[src/rtl/if_fetch_pkg.sv]
// Shared types and defaults for the instruction-fetch stage.
package if_fetch_pkg;

    typedef enum logic [0:0] {
        StIssue,
        StHold
    } state_e;

    localparam logic [31:0]  ZeroWord           = 32'h0000_0000;
    localparam logic [31:0]  ResetPcDefault     = 32'h0000_0000;
    localparam int unsigned  IcacheLinesDefault = 64;

endpackage

[src/rtl/if_icache.sv]
// Direct-mapped instruction cache: combinational lookup, single fill port.
// Valid bits are cleared only by reset.
module if_icache #(
    parameter int unsigned Lines = 64
) (
    input  logic        clk_i,
    input  logic        rst_ni,
    input  logic [31:0] lookup_pc_i,
    output logic        hit_o,
    output logic [31:0] data_o,
    input  logic        fill_en_i,
    input  logic [31:0] fill_pc_i,
    input  logic [31:0] fill_data_i
);

    localparam int unsigned IdxW = $clog2(Lines);
    localparam int unsigned TagW = 32 - IdxW;

    logic [Lines-1:0] valid_q;
    logic [TagW-1:0]  tag_q  [Lines];
    logic [31:0]      data_q [Lines];

    logic [IdxW-1:0] rd_idx, wr_idx;
    logic [TagW-1:0] rd_tag, wr_tag;

    // pc[1:0] joins the tag so unaligned targets never alias an aligned word.
    assign rd_idx = lookup_pc_i[IdxW+1:2];
    assign rd_tag = {lookup_pc_i[31:IdxW+2], lookup_pc_i[1:0]};
    assign wr_idx = fill_pc_i[IdxW+1:2];
    assign wr_tag = {fill_pc_i[31:IdxW+2], fill_pc_i[1:0]};

    assign hit_o  = valid_q[rd_idx] && (tag_q[rd_idx] == rd_tag);
    assign data_o = data_q[rd_idx];

    always_ff @(posedge clk_i or negedge rst_ni) begin
        if (!rst_ni) begin
            valid_q <= '0;
        end else if (fill_en_i) begin
            valid_q[wr_idx] <= 1'b1;
        end
    end

    always_ff @(posedge clk_i) begin
        if (fill_en_i) begin
            tag_q[wr_idx]  <= wr_tag;
            data_q[wr_idx] <= fill_data_i;
        end
    end

endmodule

[src/rtl/if_fetch.sv]
// Instruction fetch: assembles a little-endian word from four byte reads and holds it for
// decode. Optional direct-mapped I-cache enabled by defining ICACHE_EN.
module if_fetch
    import if_fetch_pkg::*;
#(
    parameter logic [31:0] RESET_PC     = ResetPcDefault,
    parameter int unsigned ICACHE_LINES = IcacheLinesDefault
) (
    input  logic        clk,
    input  logic        rst,
    input  logic        stall_in,
    input  logic        branch_taken_in,
    input  logic [31:0] branch_target_in,
    input  logic        mem_grant_in,
    input  logic [7:0]  mem_byte_in,
    output logic        mem_req_out,
    output logic [31:0] mem_addr_out,
    output logic [31:0] pc_out,
    output logic [31:0] inst_out,
    output logic        inst_valid_out
);

    if ((ICACHE_LINES < 2) || ((ICACHE_LINES & (ICACHE_LINES - 1)) != 0)) begin : g_bad_lines
        $error("ICACHE_LINES must be a power of two >= 2");
    end

    state_e      state_q;
    logic [31:0] pc_q;
    logic [2:0]  issue_q;
    logic [1:0]  recv_q;
    logic        pend_q;
    logic [23:0] buf_q;
    logic [31:0] pc_out_q;
    logic [31:0] inst_q;
    logic        valid_q;

    logic        entry;
    logic        use_hit;
    logic [31:0] hit_data;
    logic        req;
    logic        last_byte;

    // First cycle of a fresh fetch: nothing issued or outstanding yet.
    assign entry     = (state_q == StIssue) && (issue_q == 3'd0) && (recv_q == 2'd0) && !pend_q;
    assign last_byte = (state_q == StIssue) && pend_q && (recv_q == 2'd3);
    assign req       = rst && (state_q == StIssue) && (issue_q < 3'd4) && !use_hit;

`ifdef ICACHE_EN
    logic hit;
    logic fill_en;

    // A redirect in the completing cycle aborts the fetch, so it must not fill.
    assign fill_en = last_byte && !branch_taken_in;
    assign use_hit = entry && hit;

    if_icache #(
        .Lines(ICACHE_LINES)
    ) u_icache (
        .clk_i      (clk),
        .rst_ni     (rst),
        .lookup_pc_i(pc_q),
        .hit_o      (hit),
        .data_o     (hit_data),
        .fill_en_i  (fill_en),
        .fill_pc_i  (pc_q),
        .fill_data_i({mem_byte_in, buf_q})
    );
`else
    assign use_hit  = 1'b0;
    assign hit_data = ZeroWord;
`endif

    assign mem_req_out    = req;
    assign mem_addr_out   = req ? (pc_q + {29'b0, issue_q}) : ZeroWord;
    assign pc_out         = pc_out_q;
    assign inst_out       = inst_q;
    assign inst_valid_out = valid_q;

    always_ff @(posedge clk or negedge rst) begin
        if (!rst) begin
            state_q  <= StIssue;
            pc_q     <= RESET_PC;
            issue_q  <= 3'd0;
            recv_q   <= 2'd0;
            pend_q   <= 1'b0;
            buf_q    <= '0;
            pc_out_q <= ZeroWord;
            inst_q   <= ZeroWord;
            valid_q  <= 1'b0;
        end else if (branch_taken_in) begin
            state_q <= StIssue;
            pc_q    <= branch_target_in;
            issue_q <= 3'd0;
            recv_q  <= 2'd0;
            pend_q  <= 1'b0;
            inst_q  <= ZeroWord;
            valid_q <= 1'b0;
        end else begin
            unique case (state_q)
                StIssue: begin
                    pend_q <= req && mem_grant_in;
                    if (req && mem_grant_in) begin
                        issue_q <= issue_q + 3'd1;
                    end
                    if (use_hit) begin
                        inst_q   <= hit_data;
                        pc_out_q <= pc_q;
                        valid_q  <= 1'b1;
                        state_q  <= StHold;
                    end else if (last_byte) begin
                        inst_q   <= {mem_byte_in, buf_q};
                        pc_out_q <= pc_q;
                        valid_q  <= 1'b1;
                        recv_q   <= 2'd0;
                        state_q  <= StHold;
                    end else if (pend_q) begin
                        // Shift in from the top: after three bytes buf_q = {b2, b1, b0}.
                        buf_q  <= {mem_byte_in, buf_q[23:8]};
                        recv_q <= recv_q + 2'd1;
                    end
                end
                StHold: begin
                    if (!stall_in) begin
                        pc_q    <= pc_q + 32'd4;
                        issue_q <= 3'd0;
                        recv_q  <= 2'd0;
                        pend_q  <= 1'b0;
                        inst_q  <= ZeroWord;
                        valid_q <= 1'b0;
                        state_q <= StIssue;
                    end
                end
                default: state_q <= StIssue;
            endcase
        end
    end

endmodule

[config.mk]
export PLATFORM = sky130hd
export DESIGN_NAME = if_fetch
export DESIGN_NICKNAME = d
export VERILOG_FILES = /design/src/rtl/if_fetch_pkg.sv /design/src/rtl/if_icache.sv /design/src/rtl/if_fetch.sv
export SDC_FILE = /design/constraint.sdc
export NUM_CORES = 1
export LEC_CHECK = 0
export BUFFER_PORTS_ARGS = -buffer_cell sky130_fd_sc_hd__buf_2
export CAP_MARGIN = 20
export CORE_AREA = 2 2 115 117
export DETAILED_ROUTE_END_ITERATION = 12
export DIE_AREA = 0 0 117 119
export PLACE_DENSITY_LB_ADDON = 0.2
export SKIP_LAST_GASP = 1
export SLEW_MARGIN = 20
export SYNTH_ARGS = -nofsm -noshare
export SYNTH_HDL_FRONTEND = slang
export SYNTH_SLANG_ARGS = --single-unit
[constraint.sdc]
create_clock -name clk -period 6.4 [get_ports clk]
set_input_delay 0.64 -clock clk [delete_from_list [all_inputs] [get_ports clk]]
set_output_delay 0.64 -clock clk [all_outputs]
set_load 0.02 [all_outputs]
==> flow_metrics.tcl, run 1 <==
set metrics [dict create \
    arrival_ns 3.30 \
    slew_viol_final 0 \
    grt_start_max_net_pins 66 \
    crit_path_end_kind "output pin" \
    use_met2 0.378 \
    synth.top_cells.by_area "dfrtp_1, mux2_2, a22o_1, or4_1, clkbuf_1" \
    grtUsageMet1 0.308 \
    synth.avg_cell_area_um2 10.9 \
    dp_hpwl_um 10900 \
    hold_path.class "in -> async" \
    gp_congestion 0.815 \
    numCtsBuffers 17 \
    nets 743 \
    routed_wl_um 15700 \
    wire_per_inst_um 17.8 \
    syn-num-nets 621 \
    required_ns 5.76 \
    synth_top_flop_cell "dfrtp_1" \
    post_cts_resized 0 \
    async_reset_ff_frac 1.00 \
    syn_area_um2 6230 \
    worstSetupPathType "in -> out" \
    synth_edf_count 0 \
    clock_skew_ns 0.00537 \
    placed_area_um2 7050 \
    port_buffers 142 \
    finalSetupTns_ns 0 \
    die_h_um 119 \
    core_area_um2 12900 \
    initial_core_util 0.484 \
    busiest_layer "met2" \
    drtIter0Drc 325 \
    ios 143 \
    clk_pin_slew_ns 0.06 \
    fin_ws_ns 2.46 \
    ys_types 45 \
    ys_warn_count 0 \
    synth_seq_cells 128 \
    synth_most_common_cell "dfrtp_1" \
    vias 5032 \
    cap_violations 0 \
    die_area_um2 13900 \
    htree_levels 4 \
    grtUsageMet3 0.0641 \
    grt_pass1_vias 5019 \
    setup_violations 0 \
    fin_util 0.596 \
    cts-root-buf "clkbuf_16" \
    period_share 0.616 \
    relSlewSlack 0.362 \
    ctsLongestPathBuffers 2 \
    ctsHoldBuffers 0 \
    yosys.area.top_type "dfrtp_1" \
    cts_sinks 128 \
    grt_pass1_wl_um 25700 \
    clock_latency_ns 0.42 \
    final_area_um2 7670 \
    via_per_inst 5.71 \
    p_leak_nw 3.63 \
    ys_seq_area_frac 0.514 \
    status "completed" \
    drcViolationCount 0 \
    syn_inst 569 \
    worstPathMaxFanout 65 \
    drive_gt1_frac 0.352 \
    gr-usage-all-layers 0.236 \
    dr.pass1.iters 7 \
    tightest_slew_ns 0.952 \
    critical_path.startpoint "rst" \
    ir_drop_uv 201 \
    synth_top_area_frac 0.514 \
    cts_tree "yes" \
    finalHoldViolCount 0 \
    die_w_um 117 \
    synth.top_cells.by_count "dfrtp_1, mux2_2, clkbuf_1" \
    grt.overflow.total 0 \
    post-route-min-period_ns 3.94 \
    power_density_nw_per_um2 284 \
    placement_rows 42 \
    max_freq_mhz 254 \
    syn2layout_area_growth_pct 23.2 \
    reg2reg_from "state_q" \
    finalPower_mw 2.18 \
    dp_slack_ns 2.42 \
    antenna_found_initial 1 \
    startpoint_type "input pin" \
    rsz0062_at_grt "false" \
    post_cts_buffers 0 \
    postRouteAntennaNets 0 \
]
metrics by stage:
step / cells / hold slack (ns)
after floorplan: 569 / 0.344
after global placement: 848 / 0.460
after detailed placement: 848 / 0.469
after CTS: 880 / 0.334
after global routing: 880 / 0.360
final: 881 / 0.294
worst paths after layout:
check,cells after the start,slack [ns],to
setup / recovery,6,2.46,mem_addr_out[20]
hold / removal,1,0.29,pc_out[13]
setup reg to reg,6,3.55,issue_q[0]
hold reg to reg,1,0.49,inst_valid_out
max in group asynchronous,2,4.74,pc_q[11]
min in group clk,3,0.43,pc_q[4]
routing by layer:
layer  routed length, um  part of all wire  vias up
met4                 168             0.011        0
met3                1040             0.066       14
met2                7740              0.49      156
met5                   0                 0        -
met1                6710              0.43     2460
li1                    -                 -     2402
sequential cells by signal (all words and copies together) (netlist names):
signal,cells
pc_q,32
pc_out,32
recv_q,2
inst_valid_out,1
buf_q,24
inst_out,32
state_q,1
issue_q,3
pend_q,1
layout make-up:
class,count,area (um2)
Antenna cell,1,2.50
Clock buffer,19,443
Clock inverter,13,176
Fill cell,1103,5200
Inverter,9,33.8
Multi-Input combinational cell,388,2840
Sequential cell,128,3200
Tap cell,176,220
Timing Repair Buffer,147,751
cell usage in the layout (no fill, tap or decap), types with 3 or more instances in the layout:
cell / netlist / layout
inv_6: 0 / 4
mux2i_1: 3 / 3
nand2_1: 34 / 34
nand2b_1: 6 / 6
clkbuf_16: 0 / 17
inv_1: 7 / 7
xor2_1: 8 / 8
xnor2_1: 10 / 10
clkinv_4: 0 / 5
o311ai_0: 5 / 5
nand4_2: 3 / 3
buf_4: 1 / 6
and4_1: 6 / 5
mux2_2: 58 / 58
nand4_1: 17 / 17
nand3_1: 10 / 10
and2_1: 3 / 3
o31ai_1: 16 / 16
nor2b_1: 3 / 3
a22o_1: 32 / 32
or4_1: 21 / 21
nor4_1: 3 / 3
bufinv_16: 0 / 3
nor3_1: 8 / 8
or2_2: 4 / 4
a31oi_1: 19 / 19
or3_1: 16 / 16
nor2_1: 31 / 31
ha_1: 6 / 6
dfrtp_1: 128 / 128
a21oi_1: 19 / 19
o41ai_1: 5 / 5
buf_2: 6 / 141
o21ai_0: 24 / 24
report_power, final:
group / switching [mW] / leakage (nW) / internal (mW) / total, mW
sequential: 0.0784 / 1.67 / 0.881 / 0.959
combinational: 0.116 / 1.66 / 0.0977 / 0.214
clock: 0.373 / 0.299 / 0.630 / 1.00
total: 0.568 / 3.63 / 1.61 / 2.18
logic make-up (layout without fill, tap and decap cells):
| group | after synthesis | count (layout) | share of synthesized area |
|---|---|---|---|
| AOI/OAI and AO/OA | 135 | 135 | 0.152 |
| xor gates and xnor gates | 18 | 18 | 0.0253 |
| adders and majority gates | 7 | 7 | 0.0153 |
| buffers and inverters | 53 | 188 | 0.0338 |
| DFF | 128 | 128 | 0.514 |
| muxes | 61 | 61 | 0.110 |
| other | 0 | 1 | 0 |
| and+or+nand+nor | 167 | 167 | 0.149 |
critical path: stages:
cell,delay [ns]
buf_4,0.59
nand2_1,0.77
clkinv_1,0.61
nand2b_1,0.12
o41ai_1,0.27
buf_2,0.23
(Power assumes the default switching activity.)
==> run 2: changes to the inputs <==
--- a/config.mk
+++ b/config.mk
@@ -7,9 +7,9 @@
 export LEC_CHECK = 0
 export BUFFER_PORTS_ARGS = -buffer_cell sky130_fd_sc_hd__buf_2
 export CAP_MARGIN = 20
-export CORE_AREA = 2 2 115 117
+export CORE_AREA = 2 2 116 118
 export DETAILED_ROUTE_END_ITERATION = 12
-export DIE_AREA = 0 0 117 119
+export DIE_AREA = 0 0 118 120
 export PLACE_DENSITY_LB_ADDON = 0.2
 export SKIP_LAST_GASP = 1
 export SLEW_MARGIN = 20
==> constraint.sdc (replaced) <==
create_clock -name clk -period 3.4 [get_ports clk]
set_input_delay 0.34 -clock clk [delete_from_list [all_inputs] [get_ports clk]]
set_output_delay 0.34 -clock clk [all_outputs]
set_load 0.02 [all_outputs]
==> flow_metrics.tcl, run 2 (same netlist as run 1, synthesis figures left out) <==
set metrics [dict create \
    multiInputGateArea_um2 2850 \
    hold_slack_ns 0.0799 \
    required_ns 3.06 \
    drive_gt1_frac 0.362 \
    power_density_nw_per_um2 517 \
    p_int_mw 2.93 \
    arrival_ns 2.88 \
    cap_violations 0 \
    power_switching_mw 1.05 \
    initial_core_util 0.480 \
    finalHoldViolCount 0 \
    port_buffers 142 \
    die_area_um2 14200 \
    numCtsBuffers 17 \
    drtIter0Drc 400 \
    cts_sinks 128 \
    comb_power_share 0.104 \
    hold_path.class "in -> async" \
    nFillCells 1141 \
    ctsLongestPathBuffers 2 \
    rsz0062_at_grt "false" \
    cts_tree "yes" \
    syn2layout_area_growth_pct 23.6 \
    period_share 0.947 \
    relSlewSlack 0.338 \
    max_freq_mhz 311 \
    pwr-share-seq 0.453 \
    grt_pass1_vias 4985 \
    placement_rows 42 \
    clock_skew_ns 0.00725 \
    register_area_um2 3200 \
    core_area_um2 13000 \
    drcViolationCount 0 \
    die_w_um 118 \
    antenna_found_initial 1 \
    ctsHoldBuffers 0 \
    grt_pass1_wl_um 25900 \
    worstSetupPathType "reg -> out" \
    htree_levels 4 \
    clkPwrFrac 0.443 \
    nets 752 \
    critical_path.startpoint "pc_q[2]" \
    slew_viol_final 0 \
    startpoint_type "register" \
    placed_area_um2 7120 \
    reg2reg_from "pc_q[3]" \
    setup_violations 0 \
    final_cell_mix "buf_2, dfrtp_1, mux2_2" \
    post_cts_buffers 0 \
    worstPathMaxFanout 10 \
    cts-root-buf "clkbuf_16" \
    postRouteAntennaNets 0 \
    dr.pass1.iters 4 \
    ios 143 \
    p_leak_nw 3.65 \
    clock_latency_ns 0.42 \
    vias 5081 \
    wire_per_inst_um 17.7 \
    final_area_um2 7700 \
    tightest_slew_ns 0.993 \
    gp_congestion 0.907 \
    post-route-min-period_ns 3.22 \
    crit_path_end_kind "output pin" \
    final_common_cell "buf_2" \
    grt.overflow.total 0 \
    status "completed" \
    clk_pin_slew_ns 0.06 \
    dp_hpwl_um 10700 \
    ir_drop_uv 323 \
    routed_wl_um 15700 \
    die_h_um 120 \
    gr-usage-all-layers 0.233 \
    finalSetupTns_ns 0 \
    fin_util 0.593 \
    grt_start_max_net_pins 74 \
    via_per_inst 5.72 \
    switching_share 0.265 \
]
## run 2: layer usage
| layer | vias up | share of wire | GRT usage |
|---|---|---|---|
| met5 | - | 0 | 0 |
| met4 | 0 | 0.019 | 0.0964 |
| met3 | 21 | 0.062 | 0.0580 |
| met2 | 155 | 0.49 | 0.363 |
| met1 | 2496 | 0.43 | 0.313 |
| li1 | 2409 | - | - |
## run 2: worst paths after layout
kind	to	slack [ns]	cells past startpoint
max	mem_addr_out[31]	0.18	6
min reg2reg	inst_valid_out	0.49	1
min in group clk	pc_q[29]	0.13	3
min	pc_out[15]	0.08	2
max reg2reg	pc_q[30]	0.93	5
max in group asynchronous	pc_q[2]	2.61	2
## run 2: area by class of cell
cell class / instances / share of cell area
Antenna cell: 1 / 0.000325
Clock buffer: 19 / 0.0562
Clock inverter: 12 / 0.0179
Inverter: 9 / 0.00439
Multi-Input combinational cell: 388 / 0.370
Sequential cell: 128 / 0.416
Tap cell: 176 / 0.0286
Timing Repair Buffer: 156 / 0.106
## run 2: metrics by stage
stage               power [mW]  setup slack (ns)  instances
finish                    3.98             0.181        889
global route              4.15            0.0232        888
CTS                       4.02            0.0631        888
detailed placement        2.25             0.513        857
global placement          2.22             0.570        857
floorplan                 2.06             0.643        569
## run 2: timing repair
item,CTS,global route
setup endpoints to repair,0,6
hold endpoints to repair,0,0
resized for setup,0,4
## run 2: power groups by stage
stage	sequential (mW)	combinational, mW	clock, mW
floorplan	1.76	0.299	0
global placement	1.82	0.404	0
detailed placement	1.83	0.418	0
CTS	1.80	0.420	1.80
global route	1.83	0.461	1.86
finish	1.80	0.415	1.76
## run 2: critical path: stages, from the launching register on
cell      delay, ns
dfrtp_1        0.43
ha_2           0.38
o211ai_2       0.14
or4_4          0.65
or4_1          0.53
a21oi_1        0.16
buf_2          0.18
